**config.mk**
```make
export PLATFORM = sky130hd
export DESIGN_NAME = seq_rshifter
export DESIGN_NICKNAME = d
export VERILOG_FILES = /design/src/rtl/seq_rshifter_pkg.sv /design/src/rtl/seq_rshifter_stage.sv /design/src/rtl/seq_rshifter.sv
export SDC_FILE = /design/constraint.sdc
export NUM_CORES = 1
export LEC_CHECK = 0
export ABC_AREA = 1
export CAP_MARGIN = 20
export CORE_MARGIN = 1
export CORE_UTILIZATION = 36
export CTS_BUF_LIST = sky130_fd_sc_hd__clkbuf_16
export DETAILED_ROUTE_END_ITERATION = 12
export SLEW_MARGIN = 20
export SYNTH_ARGS = -nofsm -noshare
export SYNTH_HDL_FRONTEND = slang
export SYNTH_SLANG_ARGS = --single-unit
```
**constraint.sdc**
```tcl
create_clock -name clock -period 2.25 [get_ports clock]
set_input_delay 0.5625 -clock clock [delete_from_list [all_inputs] [get_ports clock]]
set_output_delay 0.5625 -clock clock [all_outputs]
set_load 0.05 [all_outputs]
```
**src/rtl/seq_rshifter_pkg.sv**
```systemverilog
// Shared constants for the sequential right shifter: default data and
// shift-amount widths, stage count, FSM state encodings, and a helper that
// gives the shift distance applied by each stage.
package seq_rshifter_pkg;

  localparam int unsigned WIDTH      = 32;
  localparam int unsigned SHAMT_W    = 5;
  localparam int unsigned NUM_STAGES = SHAMT_W;

  localparam int unsigned STATE_W = 2;

  localparam logic [STATE_W-1:0] ST_IDLE  = 2'b00;
  localparam logic [STATE_W-1:0] ST_SHIFT = 2'b01;
  localparam logic [STATE_W-1:0] ST_DONE  = 2'b10;

  // Stage k shifts by 2^(shamt_w-1-k), so the largest distance goes first.
  function automatic int unsigned stage_dist(input int unsigned shamt_w,
                                             input int unsigned k);
    return 32'd1 << (shamt_w - 32'd1 - k);
  endfunction

endpackage

```
**src/rtl/seq_rshifter_stage.sv**
```systemverilog
// One fixed-distance right-shift stage (pure combinational).
//   value     : operand to shift
//   fill      : bit shifted in at the top
//   shifted_c : value >> DIST with fill replicated into the vacated bits
module rshift_stage #(
  parameter int unsigned WIDTH = 32,
  parameter int unsigned DIST  = 1
) (
  input  logic [WIDTH-1:0] value,
  input  logic             fill,
  output logic [WIDTH-1:0] shifted_c
);

  assign shifted_c = {{DIST{fill}}, value[WIDTH-1:DIST]};

endmodule

```
**src/rtl/seq_rshifter.sv**
```systemverilog
// Multi-cycle right shifter. An accepted request walks through one stage
// per clock (largest distance first); every request takes the same number
// of cycles regardless of the shift amount.
//   clock   : rising-edge clock
//   reset   : asynchronous active-low reset
//   start   : request, sampled only while idle
//   arith   : 1 = sign fill, 0 = zero fill
//   data_in : operand
//   shamt   : shift distance
//   busy    : operation in flight (SHIFT or DONE)
//   done    : one-cycle pulse, result valid
//   result  : shifted value, held until the next completion
module seq_rshifter #(
  parameter int unsigned WIDTH   = seq_rshifter_pkg::WIDTH,
  parameter int unsigned SHAMT_W = seq_rshifter_pkg::SHAMT_W
) (
  input  logic               clock,
  input  logic               reset,
  input  logic               start,
  input  logic               arith,
  input  logic [WIDTH-1:0]   data_in,
  input  logic [SHAMT_W-1:0] shamt,
  output logic               busy,
  output logic               done,
  output logic [WIDTH-1:0]   result
);

  import seq_rshifter_pkg::*;

  localparam int unsigned N_STAGES = SHAMT_W;
  localparam int unsigned CNT_W    = (N_STAGES > 1) ? $clog2(N_STAGES) : 1;
  localparam logic [CNT_W-1:0] LAST_STAGE = CNT_W'(N_STAGES - 1);

  logic [STATE_W-1:0] state, state_nxt;
  logic [WIDTH-1:0]   work, work_nxt;
  logic [SHAMT_W-1:0] cap_shamt, cap_shamt_nxt;
  logic               fill, fill_nxt;
  logic [CNT_W-1:0]   stage_cnt, stage_cnt_nxt;
  logic [WIDTH-1:0]   result_nxt;
  logic               busy_nxt;
  logic               done_nxt;

  // chain[g] carries the selected stage output up through the stage list;
  // only the stage matching stage_cnt replaces the pass-through value.
  logic [WIDTH-1:0] chain [N_STAGES+1];
  logic [WIDTH-1:0] stage_val;

  assign chain[0] = work;

  for (genvar g = 0; g < N_STAGES; g++) begin : g_stage
    logic [WIDTH-1:0] shifted;
    logic [WIDTH-1:0] applied;

    rshift_stage #(
      .WIDTH (WIDTH),
      .DIST  (stage_dist(SHAMT_W, g))
    ) u_stage (
      .value     (work),
      .fill      (fill),
      .shifted_c (shifted)
    );

    // A stage only shifts when its captured shamt bit is set.
    assign applied      = cap_shamt[SHAMT_W-1-g] ? shifted : work;
    assign chain[g+1]   = (stage_cnt == CNT_W'(g)) ? applied : chain[g];
  end

  assign stage_val = chain[N_STAGES];

  // Next-state and datapath update.
  always_comb begin
    state_nxt     = state;
    work_nxt      = work;
    cap_shamt_nxt = cap_shamt;
    fill_nxt      = fill;
    stage_cnt_nxt = stage_cnt;
    result_nxt    = result;

    case (state)
      ST_IDLE: begin
        if (start) begin
          state_nxt     = ST_SHIFT;
          work_nxt      = data_in;
          cap_shamt_nxt = shamt;
          // Sign is latched once from the original operand.
          fill_nxt      = arith & data_in[WIDTH-1];
          stage_cnt_nxt = '0;
        end
      end
      ST_SHIFT: begin
        work_nxt = stage_val;
        if (stage_cnt == LAST_STAGE) begin
          result_nxt    = stage_val;
          stage_cnt_nxt = '0;
          state_nxt     = ST_DONE;
        end else begin
          stage_cnt_nxt = stage_cnt + CNT_W'(1);
        end
      end
      ST_DONE: begin
        state_nxt = ST_IDLE;
      end
      default: begin
        state_nxt = ST_IDLE;
      end
    endcase

    busy_nxt = (state_nxt != ST_IDLE);
    done_nxt = (state_nxt == ST_DONE);
  end

  // State and datapath registers.
  always_ff @(posedge clock or negedge reset) begin
    if (!reset) begin
      state     <= ST_IDLE;
      work      <= '0;
      cap_shamt <= '0;
      fill      <= 1'b0;
      stage_cnt <= '0;
      result    <= '0;
      busy      <= 1'b0;
      done      <= 1'b0;
    end else begin
      state     <= state_nxt;
      work      <= work_nxt;
      cap_shamt <= cap_shamt_nxt;
      fill      <= fill_nxt;
      stage_cnt <= stage_cnt_nxt;
      result    <= result_nxt;
      busy      <= busy_nxt;
      done      <= done_nxt;
    end
  end

endmodule

```
==> impl_metrics.ini, run 1 <==
[floorplanning]
design.die.area_mm2 = 0.0172
initial_utilization_pct = 37.4
dieHeight_um = 131
rows = 46
die-width_um = 131
core_area_mm2 = 0.0161
ios = 75

[logic_synthesis]
synth-main-ff-cell = dfrtp_1
synth-edff-count = 0
synth.cell_area_mm2 = 0.00600
synth_fp_nets = 1051
ys_warn_count = 0
synth-seq-cells = 77
synth_cell_type_count = 25
syn_area_per_cell_um2 = 5.97
syn_inst = 1005
ys_seq_area_share_pct = 32.1
async_flop_share_pct = 100

[finish]
diodes = 0
post-route-util_pct = 45.4
final_common_cell = nand2_1
finalNetCount = 1093
drive_gt1_share_pct = 5.51
syn2layout_area_growth_pct = 21.5
finalNonFillerCells = 1268
nFillCells = 1753
final_cell_mix = nand2_1, a21oi_1, o21ai_0, dfrtp_1, clkdlybuf4s50_1
design_area_mm2 = 0.00730

[timing]
hold_viol = 0
skew_ps = 7.42
fmax_mhz = 460
tightest_slew_ps = 889
setup_viol = 0
holdWs_ps = 475
slew_headroom_pct = 40.4
drv_slew = 0
rsz0062_at_grt = no
finalSetupTns_ps = 0
finalCritPeriodShare_pct = 96.7
setup_slack_ps = 74.0
fin_crit_ps = 2180

[pwr]
power-per-cell-area_mw_per_mm2 = 1830
total_power_mw = 13.4
ir_worst_vdd_uv = 693
p_leak_nw = 3.64

[worst_setup_path]
crit_path_start_kind = flop
slowest_delay_ps = 830
end_kind = output port
crit_family = buffers and inverters
crit_arrival_ps = 1610
cp_slowest_cell = clkdlybuf4s50_1
cp_cell_sequence = clkdlybuf4s50_1
worst-path-max-fanout = 2
critPathRequiredTime_ps = 1690
crit_type = flop to output port
cp_num_buf_inv = 1

[route]
dr.pass1.iters = 7
initialDrtViolationCount = 523
drtAntennaViolNets = 0
via_per_inst = 5.18
via_count = 6565
routed_wl_mm = 19.4
drc = 0
wire_per_inst_um = 15.3

[global_routing]
overflow = 0
grt_pass1_wl_mm = 32.4
grt_use_total_pct = 23.3
grt_antenna_before_repair = 0
grt_max_degree = 77
first_global_vias = 6077

[clock_tree]
htree_num_levels = 3
cts_buffers = 9
clock-sinks = 77
cts_root_buffer = clkbuf_16
insertion_delay_ps = 350
clockBufferDepth = 2
cts_tree = built
clk_pin_slew_worst_paths_ps = 60

[place]
place_ws_ps = 154
post-dp-hpwl_mm = 13.0
post-place-cells = 1251
place.gp.congestion = 0.893
post_dp_cell_area_mm2 = 0.00696
port_buffers = 74

[flow_run]
maxCapViolCount = 0

[outcome]
outcome = finished, final reports clean

[worst_hold_path]
hold_class = flop to flop
final timing paths:
| kind | cells past startpoint | to | slack (ps) | start |
|---|---|---|---|---|
| setup / recovery | 1 | result[31] | 70 | result[31] |
| hold / removal | 2 | result[0] | 480 | result[0] |
| setup reg to reg | 10 | result[8] | 230 | stage_cnt[0] |
| hold reg to reg | 2 | result[0] | 480 | result[0] |
| max in group asynchronous | 3 | work[18] | 1120 | reset |
| min in group asynchronous | 2 | done | 540 | reset |
state kept, by name (all words and copies together), names as in the netlist:
signal,cells
busy,1
cap_shamt,5
done,1
fill,1
result,32
stage_cnt,3
state,2
work,32
synthesized netlist by cell type, types with 3 or more instances:
master    instances  area, um2
nand2_1         395       1480
a21oi_1         168        841
o21ai_0         135        676
dfrtp_1          77       1930
inv_1            71        267
clkbuf_1         38        143
o21ai_1          38        190
buf_2            23        115
nor2_1           15       56.3
nand3_1           9       45.0
inv_2             7       26.3
buf_4             5       37.5
ha_1              5       62.6
clkinv_1          3       11.3
nor2_2            3       18.8
power by group:
part	internal, mW	leakage (nW)	total [mW]	switching [mW]
clock network	0.965	0.149	1.58	0.617
registers	2.11	0.940	2.97	0.863
logic	2.88	2.55	8.83	5.95
total	5.95	3.64	13.4	7.43
metal layers:
metal / wire, um / part of all wire [%] / GRT usage [%] / vias to the layer above
met2: 8620 / 44 / 35.3 / 193
met5: 0 / 0 / 0 / -
li1: - / - / - / 3340
met3: 950 / 4.9 / 3.86 / 26
met1: 9400 / 48 / 33.2 / 3006
met4: 420 / 2.2 / 8.50 / 0
kinds of logic (layout without fill, tap and decap cells):
kind of cell / Yosys count / count (layout) / synth area share [%]
adder cells (fa/ha/maj): 5 / 5 / 1.04
AO/OA/AOI/OAI: 344 / 344 / 28.7
AND/OR/NAND/NOR: 427 / 427 / 27.5
buffers and inverters: 152 / 199 / 10.6
flip-flops: 77 / 77 / 32.1
layout make-up:
class	count	area (um2)	share of cell area, %
clock inverter	7	91.3	1.25
inverter	82	310	4.25
timing repair buffer	101	1020	14.0
tap	216	270	3.70
sequential	77	1930	26.4
multi-input combinational	776	3450	47.3
clock buffer	9	225	3.09
timing repair:
action	CTS	global route
setup endpoints to repair	0	14
hold buffers	1	0
resized for setup	0	1
setup buffers	0	0
hold endpoints to repair	1	0
Power figures use the tool's default switching activity.
==> inputs of run 2 (changes only) <==
SKIP_LAST_GASP = 1   (was unset)
==> results of run 2 <==
Final layout, timing and power as in run 1 (identical DEF).
==> inputs of run 3 (changes only) <==
CORE_ASPECT_RATIO = 0.6   (was unset)
clock period = 2.3 ns   (was 2.25 ns; I/O delays follow)
==> run 3 against run 2 <==
Final area about the same. Worst setup slack better by 49 ps. Count of clock-buffer cells in the layout unchanged. Routed wire length is 5.7% higher. Power is 0.56% lower. Global-route usage grew 1.4 points. Clock power about the same. Cell count is 0.63% higher. Critical endpoint unchanged. Critical path type unchanged.
==> impl_metrics.ini, run 3 (same netlist as run 1, synthesis figures left out) <==
[worst_setup_path]
crit_arrival_ps = 1600
worst-path-max-fanout = 2
crit_family = buffers and inverters
critPathRequiredTime_ps = 1730
reg2reg_to = result[8]
end_kind = output port
crit_path_start_kind = flop
slowest_delay_ps = 830
cp_num_buf_inv = 1
r2r_start = stage_cnt[0]
r2r_cells = 11
cp_slowest_cell = clkdlybuf4s50_1
cp_cell_sequence = clkdlybuf4s50_1
cp.depth = 1
crit_type = flop to output port
reg2reg_setup_slack_ps = 260

[floorplanning]
dieHeight_um = 102
ios = 75
rows = 36
core_area_mm2 = 0.0163
design.die.area_mm2 = 0.0172
initial_utilization_pct = 36.9
die-width_um = 169

[finish]
diodes = 0
final_common_cell = nand2_1
multi_input_area_mm2 = 0.00345
design_area_mm2 = 0.00729
syn2layout_area_growth_pct = 21.4
drive_gt1_share_pct = 5.25
seq_area_mm2 = 0.00193
finalNetCount = 1089
reg_top3 = result x32, work x32, cap_shamt x5
final_cell_mix = nand2_1, a21oi_1, o21ai_0, dfrtp_1, clkdlybuf4s50_1
nFillCells = 1766

[timing]
skew_ps = 12.8
fmax_mhz = 459
finalSetupTns_ps = 0
fin_crit_ps = 2180
finalCritPeriodShare_pct = 94.6
slew_headroom_pct = 55.3
hold_viol = 0
tightest_slew_ps = 669
rsz0062_at_grt = no
drv_slew = 0
setup_slack_ps = 123
setup_viol = 0

[clock_tree]
cts_tree = built
clk_pin_slew_worst_paths_ps = 70
cts_root_buffer = clkbuf_16
clock-sinks = 77
cts-resized-gates = 0
htree_num_levels = 3
insertion_delay_ps = 350
cts_setup_buffers = 0
clockBufferDepth = 2
cts_buffers = 9
cts_hold_buf = 0

[global_routing]
first_global_vias = 5938
grt_use_total_pct = 24.7
grt_antenna_before_repair = 0
grt_pass1_wl_mm = 33.3
grt_max_degree = 57
overflow = 0

[outcome]
outcome = finished, final reports clean

[pwr]
p_leak_nw = 3.63
clkPwrFrac_pct = 12.0
power-per-cell-area_mw_per_mm2 = 1830
ir_worst_vdd_uv = 805
swShare_pct = 56.3
power.switching_mw = 7.50
p_int_mw = 5.81
combPwrFrac_pct = 65.8
seq_power_share_pct = 22.1

[place]
post-dp-hpwl_mm = 13.6
place_ws_ps = 303
place.gp.congestion = 0.898
post_dp_cell_area_mm2 = 0.00697
port_buffers = 74

[route]
routed_wl_mm = 20.5
drc = 0
via_count = 6700
wire_per_inst_um = 16.1
drtAntennaViolNets = 0
initialDrtViolationCount = 806
via_per_inst = 5.25
dr.pass1.iters = 5

[worst_hold_path]
hold_class = input pin to async pin

[flow_run]
maxCapViolCount = 0
run 3: cell count changes in the layout (fill, tap and decap cells not counted):
cell	before	now
buf_4	21	17
clkinv_4	0	2
clkinvlp_4	3	1
buf_12	6	7
clkinv_1	3	4
clkinv_2	1	0
dlygate4sd3_1	1	0
inv_1	72	71
inv_6	0	1
nand3_2	0	1
nand3_4	1	0
run 3: how the worst max path moves through the flow:
stage	endpoint	start	slack, ps
2_1_floorplan	result[11]	stage_cnt[0]	660
3_3_place_gp	work[1]	start	290
3_5_place_dp	work[1]	start	300
4_1_cts	result[31]	result[31]	120
5_1_grt	result[31]	result[31]	40
6_report	result[31]	result[31]	120
run 3: routing by layer:
metal  GRT usage, %  vias to the layer above  wire [um]
met4           5.10                        0        208
met2           33.1                      274       7760
met1           39.9                     3078      10900
li1               -                     3327          -
met3           4.30                       21       1630
met5              0                        -          0
run 3: cell type report:
cell class / instances / area share [%]
clock buffers: 9 / 3.09
clock inverters: 7 / 1.34
inverters: 82 / 4.26
multi-input cells: 776 / 47.3
flip-flops and latches: 77 / 26.4
well taps: 228 / 3.91
repair buffers: 97 / 13.7
run 3: metrics by stage:
step | hold WS [ps] | util, % | instances | total power, mW
after CTS | 210 | 44.8 | 1276 | 13.2
after global placement | 467 | 42.9 | 1260 | 11.5
after global routing | 231 | 44.8 | 1276 | 14.5
final | 188 | 44.8 | 1276 | 13.3
after detailed placement | 467 | 42.9 | 1260 | 11.6
after floorplan | 279 | - | 1005 | 8.94
run 3: power groups by stage:
stage	logic, mW	clock network (mW)	registers [mW]
detailed placement	8.66	0	2.93
global placement	8.56	0	2.96
CTS	8.68	1.63	2.92
global route	9.81	1.68	3.05
floorplan	5.31	0	3.63
finish	8.76	1.60	2.95
